### config.mk
export PLATFORM = sky130hd
export DESIGN_NAME = ex_operand_stage
export DESIGN_NICKNAME = d
export VERILOG_FILES = /design/src/rtl/ex_operand_stage.sv
export SDC_FILE = /design/constraint.sdc
export NUM_CORES = 1
export LEC_CHECK = 0
export CAP_MARGIN = 20
export CORE_AREA = 5 5 240 242
export CTS_BUF_LIST = sky130_fd_sc_hd__clkbuf_8
export DETAILED_ROUTE_END_ITERATION = 16
export DIE_AREA = 0 0 245 247
export GPL_TIMING_DRIVEN = 1
export PLACE_DENSITY_LB_ADDON = 0.25
export SYNTH_ARGS = -nofsm -noshare
export SYNTH_HDL_FRONTEND = slang
export SYNTH_SLANG_ARGS = --single-unit
export TNS_END_PERCENT = 5
### constraint.sdc
create_clock -name clk -period 6.1 [get_ports clk]
set_input_delay 1.22 -clock clk [delete_from_list [all_inputs] [get_ports clk]]
set_output_delay 1.22 -clock clk [all_outputs]
set_load 0.1 [all_outputs]
### src/rtl/ex_operand_stage.sv
// ID/EX operand register for the RV64 ALU: forwards rs1/rs2 from EX/MEM and MEM/WB,
// muxes operand sources, and handles back-pressure, flush and load-use stall.
module ex_operand_stage #(
  parameter int N          = 64,
  parameter int REG_ADDR_W = 5
) (
  input  logic                  clk,
  input  logic                  rst_n,
  input  logic                  in_valid,
  output logic                  in_ready,
  input  logic [REG_ADDR_W-1:0] in_rs1_addr,
  input  logic [REG_ADDR_W-1:0] in_rs2_addr,
  input  logic [N-1:0]          in_rs1_data,
  input  logic [N-1:0]          in_rs2_data,
  input  logic [N-1:0]          in_imm,
  input  logic [N-1:0]          in_pc,
  input  logic [1:0]            in_src_a,
  input  logic                  in_src_b,
  input  logic [3:0]            in_alu_ctrl,
  input  logic                  in_word,
  input  logic [REG_ADDR_W-1:0] in_rd_addr,
  input  logic                  in_reg_write,
  input  logic [REG_ADDR_W-1:0] exm_rd_addr,
  input  logic                  exm_reg_write,
  input  logic                  exm_is_load,
  input  logic [N-1:0]          exm_data,
  input  logic [REG_ADDR_W-1:0] wb_rd_addr,
  input  logic                  wb_reg_write,
  input  logic [N-1:0]          wb_data,
  input  logic                  flush,
  output logic                  out_valid,
  input  logic                  out_ready,
  output logic [N-1:0]          dataA,
  output logic [N-1:0]          dataB,
  output logic [3:0]            ALUControl,
  output logic                  word,
  output logic [REG_ADDR_W-1:0] out_rd_addr,
  output logic                  out_reg_write,
  output logic [N-1:0]          out_rs2_val,
  output logic                  hazard_stall
);

  logic [N-1:0]          rs1_fwd, rs2_fwd, a_sel;
  logic                  capture, snoop_a, snoop_b;
  logic [REG_ADDR_W-1:0] rs1_addr_reg, rs2_addr_reg;
  logic                  a_is_rs_reg, b_is_rs_reg;

  // EX/MEM beats MEM/WB; a load in EX/MEM has no data yet, so it never forwards.
  always_comb begin
    rs1_fwd = in_rs1_data;
    if (in_rs1_addr == '0)
      rs1_fwd = '0;
    else if (exm_reg_write && !exm_is_load && exm_rd_addr == in_rs1_addr)
      rs1_fwd = exm_data;
    else if (wb_reg_write && wb_rd_addr == in_rs1_addr)
      rs1_fwd = wb_data;
  end

  always_comb begin
    rs2_fwd = in_rs2_data;
    if (in_rs2_addr == '0)
      rs2_fwd = '0;
    else if (exm_reg_write && !exm_is_load && exm_rd_addr == in_rs2_addr)
      rs2_fwd = exm_data;
    else if (wb_reg_write && wb_rd_addr == in_rs2_addr)
      rs2_fwd = wb_data;
  end

  always_comb begin
    a_sel = rs1_fwd;
    case (in_src_a)
      2'b01:   a_sel = in_pc;
      2'b10:   a_sel = '0;
      default: a_sel = rs1_fwd;
    endcase
  end

  assign hazard_stall = in_valid && exm_reg_write && exm_is_load && (exm_rd_addr != '0) &&
                        (exm_rd_addr == in_rs1_addr || exm_rd_addr == in_rs2_addr);
  assign in_ready = (!out_valid || out_ready) && !hazard_stall;
  assign capture  = in_valid && in_ready;

  // A held instruction keeps watching writeback so its operands don't go stale.
  assign snoop_a = wb_reg_write && (wb_rd_addr != '0) && (wb_rd_addr == rs1_addr_reg);
  assign snoop_b = wb_reg_write && (wb_rd_addr != '0) && (wb_rd_addr == rs2_addr_reg);

  always_ff @(posedge clk) begin
    if (!rst_n) begin
      out_valid     <= 1'b0;
      dataA         <= '0;
      dataB         <= '0;
      out_rs2_val   <= '0;
      ALUControl    <= '0;
      word          <= 1'b0;
      out_rd_addr   <= '0;
      out_reg_write <= 1'b0;
      rs1_addr_reg  <= '0;
      rs2_addr_reg  <= '0;
      a_is_rs_reg   <= 1'b0;
      b_is_rs_reg   <= 1'b0;
    end else if (flush) begin
      out_valid <= 1'b0;
    end else if (capture) begin
      out_valid     <= 1'b1;
      dataA         <= a_sel;
      dataB         <= in_src_b ? in_imm : rs2_fwd;
      out_rs2_val   <= rs2_fwd;
      ALUControl    <= in_alu_ctrl;
      word          <= in_word;
      out_rd_addr   <= in_rd_addr;
      out_reg_write <= in_reg_write;
      rs1_addr_reg  <= in_rs1_addr;
      rs2_addr_reg  <= in_rs2_addr;
      a_is_rs_reg   <= (in_src_a == 2'b00) || (in_src_a == 2'b11);
      b_is_rs_reg   <= !in_src_b;
    end else if (out_valid && out_ready) begin
      out_valid <= 1'b0;
    end else if (out_valid) begin
      if (snoop_a && a_is_rs_reg)
        dataA <= wb_data;
      if (snoop_b) begin
        out_rs2_val <= wb_data;
        if (b_is_rs_reg)
          dataB <= wb_data;
      end
    end
  end

endmodule

-- After elaboration in Yosys (flattened, before gate mapping)
Cells that the tools add are included.
- equal/unequal tests: 10
- muxes and demuxes: 23
- bitwise logic cells: 2
- reduce and logical (&&, ||, !) cells: 38
- operators by type and width (operator ; count):
    2-to-1 mux 64 bit ; 20
    one-hot mux 64 bit (2 select lines) ; 1
    equality test 5 bit ; 6
    logical AND 1 bit ; 16
    zero test 5 bit ; 2
    nonzero test 2 bit ; 5
    nonzero test 5 bit ; 2
    AND reduction 4 bit ; 2
    AND reduction 5 bit ; 1
    equality test 2 bit (second input constant) ; 2
    zero test 1 bit ; 4
    logical OR 1 bit ; 3
    equality test 2 x 1 -> 1 bit (second input constant) ; 1
    zero test 2 bit ; 1
    2-to-1 mux 1 bit ; 2
    != test 2 bit (second input constant) ; 1
    NOT 1 bit ; 2
    AND reduction 2 bit ; 1
    OR reduction 2 bit ; 1
- flip-flop bits (word level): 216
- output and inout port bits: 206

-- Longest topological paths before layout
- word-level depth: 9
- mapped depth: 10

-- Worst setup path before layout
Ideal clock, no wire load.
- path type: in2out
- start point: input port exm_rd_addr[0]
- end point: output port in_ready
- data arrival time: 3472 ps
- data required time: 4880 ps
- setup slack: 1408 ps
- stages on the path: 5
- buffers on the path: 0
- cells stage by stage: xnor2_1 > nand3_1 > o32ai_2 > and2_1 > nor2_1
- longest elaborated chain between the ends: 5
- elaborated cells on any way between the ends: 8
- classes of those cells: eq/ne: 2; reduce/logical: 6
- RTL lines (item ; line ; source):
    from (decl) ; 23 ; input logic [REG_ADDR_W-1:0] exm_rd_addr,
    equality test 5 bit or nonzero test 5 bit (tied branches) ; 79, 78 ;
    logical OR 1 bit or logical AND 1 bit (tied branches) ; 79, 78 ;
    logical AND 1 bit * ; 78 ; assign hazard_stall = in_valid && exm_reg_write && exm_is_load && (exm_rd_addr != '0) &&
    named net hazard_stall ; 40 ; output logic hazard_stall
    zero test 1 bit * ; 80 ; assign in_ready = (!out_valid || out_ready) && !hazard_stall;
    logical AND 1 bit * ; 80 ;
    to (decl) ; 10 ; output logic in_ready,
The timed path passes the listed nets; every way through them passes the cells marked *.

-- Worst setup path in the final report
- start point: input port in_rs2_addr[0]
- end point: output port in_ready
- longest elaborated chain between the ends: 5
- RTL lines (item ; line ; source):
    from (decl) ; 12 ; input logic [REG_ADDR_W-1:0] in_rs2_addr,
    equality test 5 bit ; 79 ; (exm_rd_addr == in_rs1_addr || exm_rd_addr == in_rs2_addr);
    logical OR 1 bit ; 79 ;
    logical AND 1 bit ; 78 ;
    zero test 1 bit ; 80 ;
    logical AND 1 bit ; 80 ;
No other way between the ends.

==> metrics.csv <==
metric,value,unit
status,finished clean,
critical path type,input port to output pin,
dpl cell area,21200,um^2
Routed WL,89.6,mm
largest family of logic cells by synthesized area,compound AO/OA/AOI/OAI gates,
hold buffers post-CTS,0,
worst reg2reg path depth,6,
"Clk pin slew, worst setup/hold paths",0.05,ns
Post-DRT Antenna Nets,0,
grt total ovfl,0,
Post-synth top flop,dfxtp_1,
Max clock buf depth,3,
worst clock skew,0.0297,ns
"Seq/Total Area, Yosys",29.8,%
syn avg cell area,7.45,um^2
LEAKAGE,0.00752,uW
fin area,22200,um^2
die area,60500,um^2
post-synthesis mux area share,0,%
Post-synth EDFFs,0,
Min-Delay Path Class,flip-flop to flip-flop,
syn nets,2376,
Synth top area share,29.8,%
Tcrit/Tclk final,74.5,%
Syn-to-layout area delta,52.8,%
crit end category,output pin,
highest clock rate,0.220,GHz
worst hold stages,2,
number of buffers added on ports,631,
Starting DRT DRC Count,1955,
GRT Overall Usage,27.6,%
fill count,5591,
arrival time of the worst setup path,3.32,ns
Synth Area in Simple Gates,19.7,%
Layout Nets,2856,
Tot Pwr,5240,uW
row count,86,
Avg WL per Cell,28.2,um
Hold WS,0.452,ns
vias in the first global route,18967,
H-Tree Depth,2,
layout cells sized above 1,8.00,%
unrepaired setup endpoints after global routing,no,
CP max FO,4,
CORE AREA,54900,um^2
postcts setup bufs,0,
CTS tree,yes,
Regs by FF count,"dataA x64, dataB x64, out_rs2_val x64",
"Hold Vio Cnt, Final",0,
final setup violation count,0,
HPWL Detailed,58.0,mm
leading area contributor after synthesis,dfxtp_1,
Seq cells post-synth,216,
die height,247,um
post-route DRC violation count,0,
synthesized area,14500,um^2
"Distinct cells, synth",47,
Initial Util,26.5,%
async set or reset register ratio after synthesis,0,%
Synth Instances,1949,
root buf cell,clkbuf_8,
Num CTS Buffers,48,
Max VDD drop,150,uV
Die Wd,245,um
yosys warns,0,
CTS resizes,0,
Max Slew Vio Count,0,
PwrDens,236,nW/um^2
CP required,4.88,ns
minimum clock period,4.54,ns
Synth Area in Compound Gates,37.8,%
final weighted congestion in routability-driven placement,0.868,
slew margin rel.,20.2,%
DR pass1 iterations,5,
largest cells by area after synthesis,"dfxtp_1 30%, o32ai_1 7.6%, nand2_1 5.7%",
first-pass GRT wire length,128,mm
post-DR vias/cell,6.01,
total number of vias,19114,
antenna violations before repair,12,
Synth Area in Adders,0.0862,%
Num Clock Sinks,216,
post-synthesis xor/xnor area fraction,1.91,%
maximum number of pins on one net before global-route repair,91,
clk_lat worst skew,0.61,ns
Sum Neg Setup Slack,0,ns
Max-cap violations,0,
IO Pins,632,
Least-Margin Pin Slew,1.19,ns
Critical Path Source Type,input port,
==> placed cells by master, fill, tap and decap left out, types with 4 or more instances in the layout <==
cell,synthesis,final
clkdlybuf4s50_1,0,624
nand2_1,221,219
dfxtp_1,216,216
inv_1,132,149
nor2_1,132,131
nor3_1,129,129
o32ai_1,126,126
o21ai_0,76,76
a21oi_1,69,67
nand3_1,67,66
a31oi_1,66,66
o311a_1,65,65
or3_1,64,64
a221oi_1,63,63
a211oi_1,64,63
o31ai_1,63,63
a31oi_2,60,60
clkbuf_8,0,59
buf_4,9,37
xnor2_1,24,24
a21boi_0,22,22
diode_2,0,13
o21ai_1,12,11
clkinv_2,0,6
buf_12,0,5
or2_4,0,4
xor2_1,4,4
==> stage by stage <==
step           setup WS (ns)  instances  utilization, %
4_1_cts                 1.57       3166            40.3
2_1_floorplan           1.41       1949               -
3_3_place_gp            1.38       3079            38.5
6_report                1.56       3180            40.4
5_1_grt                 1.46       3179            40.4
3_5_place_dp            1.36       3082            38.6
==> Yosys cell counts (2+ instances only) <==
master and instances:
clkbuf_1 154, o32ai_1 126, o31ai_1 63, nand2_1 221, buf_4 9, nor3_1 129, a31oi_1 66, nand2b_1 3
a31oi_2 60, a21oi_1 69, or4_1 2, o211a_1 3, or2_1 3, xor2_1 4, or3_1 64, xor2_2 2
dfxtp_1 216, buf_1 16, nor2b_1 2, o32ai_2 3, o311a_1 65, nand3_1 67, nor2_1 132, inv_1 132
nand4_1 3, a21boi_0 22, buf_2 51, o21ai_1 12, a211oi_1 64, xnor2_1 24, o21ai_0 76, buf_6 9
a221oi_1 63
==> worst max-delay path: stages <==
cell,delay (ns)
clkdlybuf4s50_1,0.56
xnor2_1,0.34
nand3_4,0.11
o32ai_2,0.52
and2_1,0.25
nor2_1,0.07
buf_4,0.24
==> kinds of logic after synthesis <==
family,Yosys count
AO/OA/AOI/OAI,696
AND/OR/NAND/NOR,635
buffers and inverters,371
flip-flops,216
XOR/XNOR,30
adder cells (fa/ha/maj),1
==> layer usage <==
| layer | global-route usage, % | wire [um] |
|---|---|---|
| met1 | 35.1 | 35400 |
| met2 | 44.9 | 41400 |
| met5 | 0 | 0 |
| met4 | 11.2 | 3570 |
| met3 | 6.71 | 9190 |
==> where the power goes <==
group / internal (uW) / total (uW) / switching (uW)
clock network: 949 / 1700 / 750
logic: 630 / 1980 / 1350
registers: 1510 / 1570 / 56.6
==> final timing paths <==
path         slack (ns)        end           start
max reg2reg        2.81  dataB[11]       out_valid
min                0.45  dataB[35]       dataB[35]
max                1.56   in_ready  in_rs2_addr[0]
min reg2reg        0.45  dataB[35]       dataB[35]
==> layout make-up <==
class,count,area (um^2),share of cell area (%)
antenna,13,32.5,0.147
clock buffer,59,812,3.66
clock inverter,25,154,0.693
inverter,132,495,2.23
multi-input combinational,1362,8800,39.7
sequential,216,4320,19.5
tap,704,881,3.97
timing repair buffer,669,6690,30.2
Note: power is estimated with default switching activity, not from simulation.
==> variant, RTL diff (same settings) <==
Change the parameter `N` from 64 to 32.
--- a/src/rtl/ex_operand_stage.sv
+++ b/src/rtl/ex_operand_stage.sv
@@ -1,7 +1,7 @@
 // ID/EX operand register for the RV64 ALU: forwards rs1/rs2 from EX/MEM and MEM/WB,
 // muxes operand sources, and handles back-pressure, flush and load-use stall.
 module ex_operand_stage #(
-  parameter int N          = 64,
+  parameter int N          = 32,
   parameter int REG_ADDR_W = 5
 ) (
   input  logic                  clk,
Interface: changed (9 resized); port bits go from 632 to 344. No check against the original RTL was run, so the function may have changed too.
==> variant against the unedited design <==
Worst hold slack improved by 2.4 ps; utilization fell by 17 points; total power fell by 46%; wire length fell by 45%; clock skew fell by 8.7 ps; cell area fell by 42%; sequential cell count fell by 96; first-iteration DRC count fell by 76%; worst setup slack got worse by 33 ps; die area did not move; area after synthesis fell by 42%; via count fell by 50%; count of clock-buffer cells in the layout fell by 39.
==> variant: results (changes against the unedited design) <==
Status - finished, final reports clean
Dpl ws - 1400 ps (+40.9 ps)
Synth top area cells - dfxtp_1 29%, nand2_1 7.9%, nor2_1 7.3%, a311oi_2 5.7%, a2111oi_2 5.4%
Commonest cells in the netlist - 176 x nand2_1, 164 x nor2_1, 120 x dfxtp_1
Number of global-route vias before repair - 9983 (-47%)
Compound-gate portion of the synthesized area - 35.0% (-2.8 points)
Post-Synth Adder-Cell Area - 0.149% (+0.063 points)
Slew margin rel. - 24.0% (+3.8 points)
Sequential share of power - 31.0% (+1.1 points)
Peak VDD IR - 127 uV (-15%)
Clock Tree Buf Depth - 2 (-1)
Largest regs - dataA (32), dataB (32), out_rs2_val (32)
Netlist cell types - 58 (+23%)
Synthesized netlist cell count - 1030 (-47%)
Register-to-Register Path Depth - 7 (+1)
Maximum number of pins on one net before global-route repair - 98 (+7.7%)
HPWL after DPL - 34100 um (-41%)
Detailed-route via count - 9528 (-50%)
Mux contribution to synthesized area - 3.81% (+3.8 points)
Power density over cell area - 221 nW/um^2 (-6.4%)
Cell Area, Placed - 12300 sq um (-42%)
Fmax - 219 MHz (-0.73%)
GRT Util Overall - 15.9% (-12 points)
Post-synthesis xor/xnor area fraction - 3.13% (+1.2 points)
Via density per instance - 4.73 (-21%)
Iter 0 DRT Violations - 469 (-76%)
Final #Nets - 1531 (-46%)
WHS - 454 ps (+2.37 ps)
Initial antenna violation count - 5 (-7)
CP endpoint - hazard_stall
Clk_skew - 21.0 ps (-8.70 ps)
Seq/Total Area, Yosys - 28.6% (-1.2 points)
Critical-path maximum fanout - 7 (+3)
Share of cells above drive strength 1 - 11.2% (+3.2 points)
Launch point of the worst hold path - a_is_rs_reg$_SDFFE_PN0P_
## variant: cell types whose count changed in the layout (fill, tap and decap cells not counted), moves of 64 or more
cell	unedited run	this run
a31oi_1	66	0
clkdlybuf4s50_1	624	336
dfxtp_1	216	120
inv_1	149	4
nor3_1	129	35
o21ai_0	76	0
o32ai_1	126	0
or3_1	64	0
## variant: per-layer routing
layer | GRT usage, % | vias up | routed length [um]
met1 | 19.4 | 4701 | 21300
met4 | 4.88 | 4 | 1040
met2 | 27.3 | 358 | 23800
met3 | 4.35 | 58 | 3070
met5 | 0 | - | 27
li1 | - | 4407 | -
## variant: area by class of cell
cell class,count,area [sq um]
fill,6038,42100
multi-input combinational,789,5440
timing repair buffer,364,3620
sequential,120,2400
tap,704,881
clock buffer,20,275
clock inverter,10,153
inverter,4,17.5
antenna,2,5.00
## variant: critical path, cell delays in order
cell,delay [ps]
clkdlybuf4s50_1,650
xnor2_1,160
nand3_1,400
o32a_1,410
nor2_1,200
buf_4,320
